`src/rtl/acc_readout.sv`:
```
// Accumulator drain: snapshots all lanes, clears them on the same edge, then streams one lane per beat.
// Optional ACC_READOUT_SAT_EN: beats flagged with overflow report all-ones instead of the wrapped value.
module acc_readout #(
  parameter int MAC_MIN_WIDTH = 8,
  parameter int MAC_ACC_WIDTH = 4 * MAC_MIN_WIDTH,
  parameter int NUM_LANES     = 4,
  parameter int IDX_W         = (NUM_LANES > 1) ? $clog2(NUM_LANES) : 1
) (
  input  logic                               clk,
  input  logic                               rst,
  input  logic                               drain_req,
  output logic                               drain_busy,
  input  logic [NUM_LANES*MAC_ACC_WIDTH-1:0] acc_in,
  input  logic [NUM_LANES-1:0]               acc_carry,
  output logic                               acc_clr,
  output logic                               out_valid,
  input  logic                               out_ready,
  output logic [MAC_ACC_WIDTH-1:0]           out_data,
  output logic [IDX_W-1:0]                   out_idx,
  output logic                               out_ovf,
  output logic                               out_last
);

  // state | meaning
  // IDLE  | waiting for drain_req; sticky carry flags accumulate
  // SEND  | streaming snapshot lanes, one per accepted beat
  typedef enum logic {IDLE = 1'b0, SEND = 1'b1} state_t;

  localparam logic [IDX_W-1:0] LAST_IDX = IDX_W'(NUM_LANES - 1);

  state_t                                   state;
  logic [IDX_W-1:0]                         idx;
  logic [NUM_LANES-1:0]                     sticky_ovf;
  logic [NUM_LANES-1:0]                     shadow_ovf;
  logic [NUM_LANES-1:0][MAC_ACC_WIDTH-1:0]  shadow;
  logic [MAC_ACC_WIDTH-1:0]                 lane_data;
  logic                                     sending;
  logic                                     at_last;

  assign sending = (state == SEND);
  assign at_last = (idx == LAST_IDX);
  // Combinational so the accumulators reload on the same edge that takes the snapshot.
  assign acc_clr = drain_req & (state == IDLE) & ~rst;

`ifdef ACC_READOUT_SAT_EN
  assign lane_data = shadow_ovf[idx] ? {MAC_ACC_WIDTH{1'b1}} : shadow[idx];
`else
  assign lane_data = shadow[idx];
`endif

  assign out_valid  = sending;
  assign drain_busy = sending;
  assign out_data   = sending ? lane_data : '0;
  assign out_idx    = sending ? idx : '0;
  assign out_ovf    = sending & shadow_ovf[idx];
  assign out_last   = sending & at_last;

  always_ff @(posedge clk) begin
    if (rst) begin
      state      <= IDLE;
      idx        <= '0;
      sticky_ovf <= '0;
      shadow_ovf <= '0;
      shadow     <= '0;
    end else begin
      case (state)
        IDLE: begin
          if (drain_req) begin
            shadow     <= acc_in;
            shadow_ovf <= sticky_ovf | acc_carry;
            sticky_ovf <= '0;
            idx        <= '0;
            state      <= SEND;
          end else begin
            sticky_ovf <= sticky_ovf | acc_carry;
          end
        end
        SEND: begin
          sticky_ovf <= sticky_ovf | acc_carry;
          if (out_ready) begin
            if (at_last) begin
              state <= IDLE;
              idx   <= '0;
            end else begin
              idx <= idx + 1'b1;
            end
          end
        end
        default: state <= IDLE;
      endcase
    end
  end

endmodule

```
`config.mk`:
```
export PLATFORM = sky130hd
export DESIGN_NAME = acc_readout
export DESIGN_NICKNAME = d
export VERILOG_FILES = /design/src/rtl/acc_readout.sv
export SDC_FILE = /design/constraint.sdc
export NUM_CORES = 1
export LEC_CHECK = 0
export ABC_AREA = 1
export CAP_MARGIN = 30
export CORE_MARGIN = 4
export CORE_UTILIZATION = 48
export CTS_BUF_LIST = sky130_fd_sc_hd__clkbuf_16
export CTS_CLUSTER_DIAMETER = 120
export CTS_CLUSTER_SIZE = 28
export DETAILED_ROUTE_END_ITERATION = 8
export PLACE_DENSITY = 0.87
export SYNTH_ARGS = -nofsm -noshare
export SYNTH_HDL_FRONTEND = slang
export SYNTH_SLANG_ARGS = --single-unit
```
`constraint.sdc`:
```
create_clock -name clk -period 1.3 [get_ports clk]
set_input_delay 0.195 -clock clk [delete_from_list [all_inputs] [get_ports clk]]
set_output_delay 0.195 -clock clk [all_outputs]
set_load 0.01 [all_outputs]
```
==> results.py, run 1 <==
metrics = {
    "outcome": {
        "status": "finished with violations",
        "violations": "negative setup slack",
    },
    "timing": {
        "skew_ns": 0.0171,
        "hold_viol": 0,
        "period_share": 1.39,
        "final_max_slew_viol_count": 0,
        "rsz0062_at_grt": "true",
        "tightest_slew_ns": 0.270,
        "setup_viol_count_final": 45,
        "setup-tns-final_ns": -16.29,
        "fmax_mhz": 552,
        "maxSlewHeadroom": 0.818,
        "min_period_ns": 1.81,
        "setup_ws_ns": -0.510,
    },
    "grt": {
        "grt_pass1_wl_um": 31800,
        "grt_max_degree": 44,
        "first_global_vias": 6649,
        "antenna_found_initial": 0,
        "overflow": 0,
        "track_usage": 0.281,
    },
    "power_and_ir_drop": {
        "ir_worst_vdd_mv": 0.952,
        "p_per_area_nw_per_um2": 1170,
        "power_leakage_nw": 4.26,
    },
    "cts": {
        "clkSlewWorstSetupHoldPaths_ns": 0.07,
        "cts_sinks": 139,
        "cts_buffers": 17,
        "cts_tree": "yes",
        "cts-root-buf": "clkbuf_16",
        "clk_latency_ns": 0.43,
        "ctsHtreeMaxLevel": 4,
        "cts_buffer_depth": 2,
    },
    "finish": {
        "fillers": 698,
        "syn_to_final_growth_pct": 66.1,
        "layout.nets": 1250,
        "n_antenna_cell": 0,
        "drive_gt1_frac": 0.290,
        "final_util": 0.823,
    },
    "floorplan": {
        "core-area_sq_um": 12100,
        "io_pins": 175,
        "die-area_sq_um": 14400,
        "rows": 40,
        "die_h_um": 120,
        "fp.dieW_um": 120,
        "start_util": 0.496,
    },
    "run": {
        "maxCapViolCount": 0,
    },
    "yosys": {
        "yosys.area.top_type": "dfxtp_1",
        "synthArstFlopShare": 0,
        "syn_area_sq_um": 6000,
        "synthCells": 849,
        "yosysWarnings": 0,
        "synth_top_area_share": 0.464,
        "synth_ff_type": "dfxtp_1",
        "synth_most_common_cell": "nand2_1",
        "synth.avg_cell_area_sq_um": 7.07,
        "seq_area_frac_synth": 0.464,
        "synthTopCellsByArea": "dfxtp_1, nand2_1, inv_1",
        "ys_types": 20,
        "synth-edff-count": 0,
        "syn-num-nets": 986,
        "ys_seq_elements": 139,
        "synthTopCellsByCount": "nand2_1, dfxtp_1, inv_1, o21ai_0, nand3_1",
    },
    "drt": {
        "via_per_inst": 5.25,
        "drt-initial-drc-count": 645,
        "antenna_left": 0,
        "wl_um": 23100,
        "drcViolationCount": 0,
        "vias": 6797,
        "detail_route.wl_per_cell_um": 17.9,
        "dr.pass1.iters": 5,
    },
    "setup_path": {
        "arrival_ns": 1.62,
        "slowest_delay_ns": 0.41,
        "start_kind": "register",
        "path_class": "reg -> out",
        "cp_slowest_cell": "dfxtp_4",
        "cp-end-kind": "output port",
        "required_ns": 1.11,
        "cp_cell_sequence": "inv_4 > buf_12 > nand2_2 > nand3_4 > a21oi_2 > buf_2",
        "path_max_fanout": 26,
    },
    "placement": {
        "place.detailed.hpwl_um": 12400,
        "io_buffers": 174,
        "place_congestion": 0.855,
    },
    "hold_path": {
        "hold_path_class": "in -> reg",
    },
}
## routing by layer
metal / up-vias / track usage / share of wire
met5: - / 0 / 0
met4: 0 / 0.155 / 0.050
met3: 110 / 0.0801 / 0.087
met2: 392 / 0.480 / 0.48
met1: 3133 / 0.316 / 0.38
li1: 3162 / - / -
## critical path, delay by kind of cell, from the launching register on
kind,cells,cell delay [ns]
AOI/OAI and AO/OA,1,0.15
buffers and inverters,3,0.40
and+or+nand+nor,2,0.20
DFF,1,0.41
## worst paths after layout
check	start	to	slack [ns]	cells after the start
setup / recovery	idx[0]	out_data[26]	-0.51	6
hold / removal	acc_in[34]	shadow[34]	0.32	3
hold reg to reg	shadow[48]	shadow[48]	0.46	2
setup reg to reg	drain_busy	shadow[84]	-0.10	6
## area by class of cell
type	count	area [sq um]	area share
multi-input cells	515	2830	0.284
clock inverters	15	140	0.0141
well taps	168	210	0.0211
repair buffers	299	3020	0.303
inverters	141	544	0.0546
clock buffers	17	425	0.0427
flip-flops and latches	139	2790	0.280
## sequential cells by signal (all words and copies together) (netlist names)
register    flops
sticky_ovf      4
shadow_ovf      4
drain_busy      1
idx             2
shadow        128
## per-stage QoR
step	area [sq um]	setup slack (ns)	hold WS [ns]	cells	power, mW
finish	9970	-0.510	0.319	1294	11.7
CTS	9500	-0.454	0.312	1283	11.3
global route	9970	-0.542	0.326	1294	12.0
detailed placement	8600	-0.464	0.457	1234	6.56
global placement	8600	-0.419	0.449	1234	6.51
floorplan	6130	-0.0102	0.264	849	5.57
## cell families after synthesis
| kind of cell | Yosys count | share of synthesized area |
|---|---|---|
| flops | 139 | 0.464 |
| compound gates | 170 | 0.155 |
| fa+ha+maj | 1 | 0.00208 |
| simple gates | 344 | 0.232 |
| buf+inv | 195 | 0.147 |
## power breakdown
part / total (mW) / switching (mW) / leakage [nW] / internal (mW)
Clock: 4.76 / 1.82 / 0.291 / 2.94
Sequential: 4.61 / 0.0855 / 1.14 / 4.53
Combinational: 2.28 / 1.14 / 2.83 / 1.15
Total: 11.7 / 3.04 / 4.26 / 8.61
## placed cells by master (no fill, tap or decap)
cell / instances
buf_2: 34
o21ai_2: 20
dfxtp_1: 136
nand2_8: 1
nand2_4: 11
clkinv_4: 1
inv_2: 2
nor2_1: 9
buf_16: 7
o21ai_1: 47
nand3_1: 29
o21ai_0: 63
ha_4: 1
inv_6: 1
nand2_1: 228
a21oi_2: 31
inv_4: 2
nand2_2: 27
inv_1: 138
buf_4: 85
buf_6: 13
a21oi_1: 5
nand3_4: 3
o22ai_1: 4
buf_8: 2
nand3_2: 36
buf_12: 16
clkbuf_16: 24
dfxtp_4: 3
bufinv_16: 3
clkinv_1: 5
clkdlybuf4s50_1: 135
clkinv_2: 4
## repair_timing
item                                    CTS  global route
buffers inserted                         12             5
resized for setup                       234            68
endpoints found under the setup margin  143           127
hold buffers                              0             0
gates cloned                              5             8
pin swaps                                19            26
No activity file was read; power rests on OpenSTA's default activity.
==> inputs of run 2 (changes only) <==
- GPL_TIMING_DRIVEN: not set -> 0
==> run 2 against run 1 <==
The flow still finishes with violations (negative setup slack); combinational power shrank 12%; sequential power about the same; routed wire length down 10%; clock skew down 0.012 ns; final cell count down 4.0%; count of clock-buffer cells in the layout unchanged; die area unchanged; hold slack better by 0.0020 ns; power down 4.8%.
==> results.py, run 2 (synthesis gave the netlist of run 1 again) <==
metrics = {
    "timing": {
        "fmax_mhz": 527,
        "tightest_slew_ns": 0.414,
        "rsz0062_at_grt": "true",
        "setup_ws_ns": -0.598,
        "hold_viol": 0,
        "skew_ns": 0.00512,
        "period_share": 1.46,
        "setup_viol_count_final": 38,
        "min_period_ns": 1.90,
        "maxSlewHeadroom": 0.724,
        "final_max_slew_viol_count": 0,
    },
    "finish": {
        "syn_to_final_growth_pct": 53.8,
        "layout_commonest_cell": "nand2_1",
        "largestRegisters": "shadow x128, shadow_ovf x4, sticky_ovf x4",
        "largest_register_ffs": 128,
        "top_register": "shadow",
        "final_cell_mix": "nand2_1, inv_1, dfxtp_1",
        "fillers": 870,
        "fin_cells": 1242,
        "layout.nets": 1197,
        "drive_gt1_frac": 0.245,
    },
    "floorplan": {
        "io_pins": 175,
        "die_h_um": 120,
        "die-area_sq_um": 14400,
        "core-area_sq_um": 12100,
        "start_util": 0.496,
        "fp.dieW_um": 120,
        "rows": 40,
    },
    "cts": {
        "cts-root-buf": "clkbuf_16",
        "ctsHtreeMaxLevel": 4,
        "cts_buffer_depth": 2,
        "clk_latency_ns": 0.42,
        "cts_sinks": 139,
        "cts_buffers": 17,
        "clkSlewWorstSetupHoldPaths_ns": 0.06,
        "cts_tree": "yes",
    },
    "power_and_ir_drop": {
        "p_per_area_nw_per_um2": 1200,
        "p_seq_frac": 0.415,
        "switching_share": 0.260,
        "power_leakage_nw": 3.89,
        "ir_worst_vdd_mv": 0.927,
        "p_total_mw": 11.1,
        "p_int_mw": 8.22,
        "p_switching_mw": 2.88,
        "clkPwrFrac": 0.405,
        "power_frac_comb": 0.180,
    },
    "outcome": {
        "status": "finished with violations",
        "violations": "negative setup slack",
    },
    "drt": {
        "drt-initial-drc-count": 623,
        "dr.pass1.iters": 6,
        "antenna_left": 0,
        "via_per_inst": 5.07,
        "detail_route.wl_per_cell_um": 16.7,
        "wl_um": 20700,
        "drcViolationCount": 0,
        "vias": 6303,
    },
    "grt": {
        "grt_pass1_wl_um": 30400,
        "overflow": 0,
        "first_global_vias": 6160,
        "antenna_found_initial": 1,
        "grt_max_degree": 17,
        "track_usage": 0.272,
    },
    "setup_path": {
        "required_ns": 1.11,
        "arrival_ns": 1.70,
        "path_class": "reg -> out",
        "cp-end-kind": "output port",
        "start_kind": "register",
        "path_max_fanout": 6,
    },
    "placement": {
        "place_congestion": 0.903,
        "place.detailed.hpwl_um": 13200,
        "io_buffers": 174,
        "placed_cells": 1191,
    },
    "hold_path": {
        "hold_path_class": "in -> reg",
    },
    "run": {
        "maxCapViolCount": 0,
    },
}
## run 2: critical path, cell delays in order, from the launching register on
cell and delay (ns):
dfxtp_2 0.35, buf_8 0.14, inv_8 0.05, buf_12 0.14, buf_8 0.14, nand2_2 0.08
nand3_2 0.09, a21oi_2 0.12, buf_2 0.16
## run 2: worst paths after layout
path | from | endpoint | slack, ns | cells after the start
max | idx[0] | out_data[29] | -0.60 | 8
min | acc_in[34] | shadow[34] | 0.32 | 3
max reg2reg | drain_busy | shadow[86] | 0 | 5
min reg2reg | shadow[44] | shadow[44] | 0.46 | 2
## run 2: layer usage
metal / track usage / part of all wire
met2: 0.457 / 0.48
met1: 0.321 / 0.40
met3: 0.0688 / 0.085
met4: 0.138 / 0.036
met5: 0 / 0
## run 2: timing repair
action,in CTS,in global routing
hold buffers,0,0
pin swaps,8,24
gates resized for setup,253,80
buffers inserted,10,4
cloned,2,3
setup endpoints to repair,173,137
## run 2: through the flow
| stage | TNS, ns | hold WS [ns] | instance area [sq um] | util | worst slack [ns] |
|---|---|---|---|---|---|
| after CTS | -18.52 | 0.319 | 8850 | 0.731 | -0.572 |
| final | -19.41 | 0.321 | 9230 | 0.762 | -0.598 |
| after global placement | -66.14 | 0.447 | 8080 | 0.667 | -0.839 |
| after floorplan | -0.0102 | 0.264 | 6130 | - | -0.0102 |
| after global routing | -21.84 | 0.328 | 9230 | 0.762 | -0.643 |
| after detailed placement | -69.76 | 0.453 | 8080 | 0.667 | -0.857 |
## run 2: final cells by class
type                       count  area, sq um  share of cell area
multi-input combinational    515         2780               0.301
tap                          168          210              0.0228
buffer                        53          553              0.0599
timing repair buffer         193         1810               0.196
antenna                        1         2.50            0.000271
inverter                     141          547              0.0592
clock buffer                  17          425              0.0461
clock inverter                15          116              0.0126
sequential                   139         2790               0.302
## run 2: power groups by stage
stage / Clock [mW] / Sequential (mW) / Combinational [mW]
2_1_floorplan: 0 / 4.67 / 0.896
3_3_place_gp: 0 / 4.68 / 1.67
3_5_place_dp: 0 / 4.69 / 1.69
4_1_cts: 4.50 / 4.60 / 1.79
5_1_grt: 4.72 / 4.62 / 2.15
6_report: 4.49 / 4.61 / 2.00
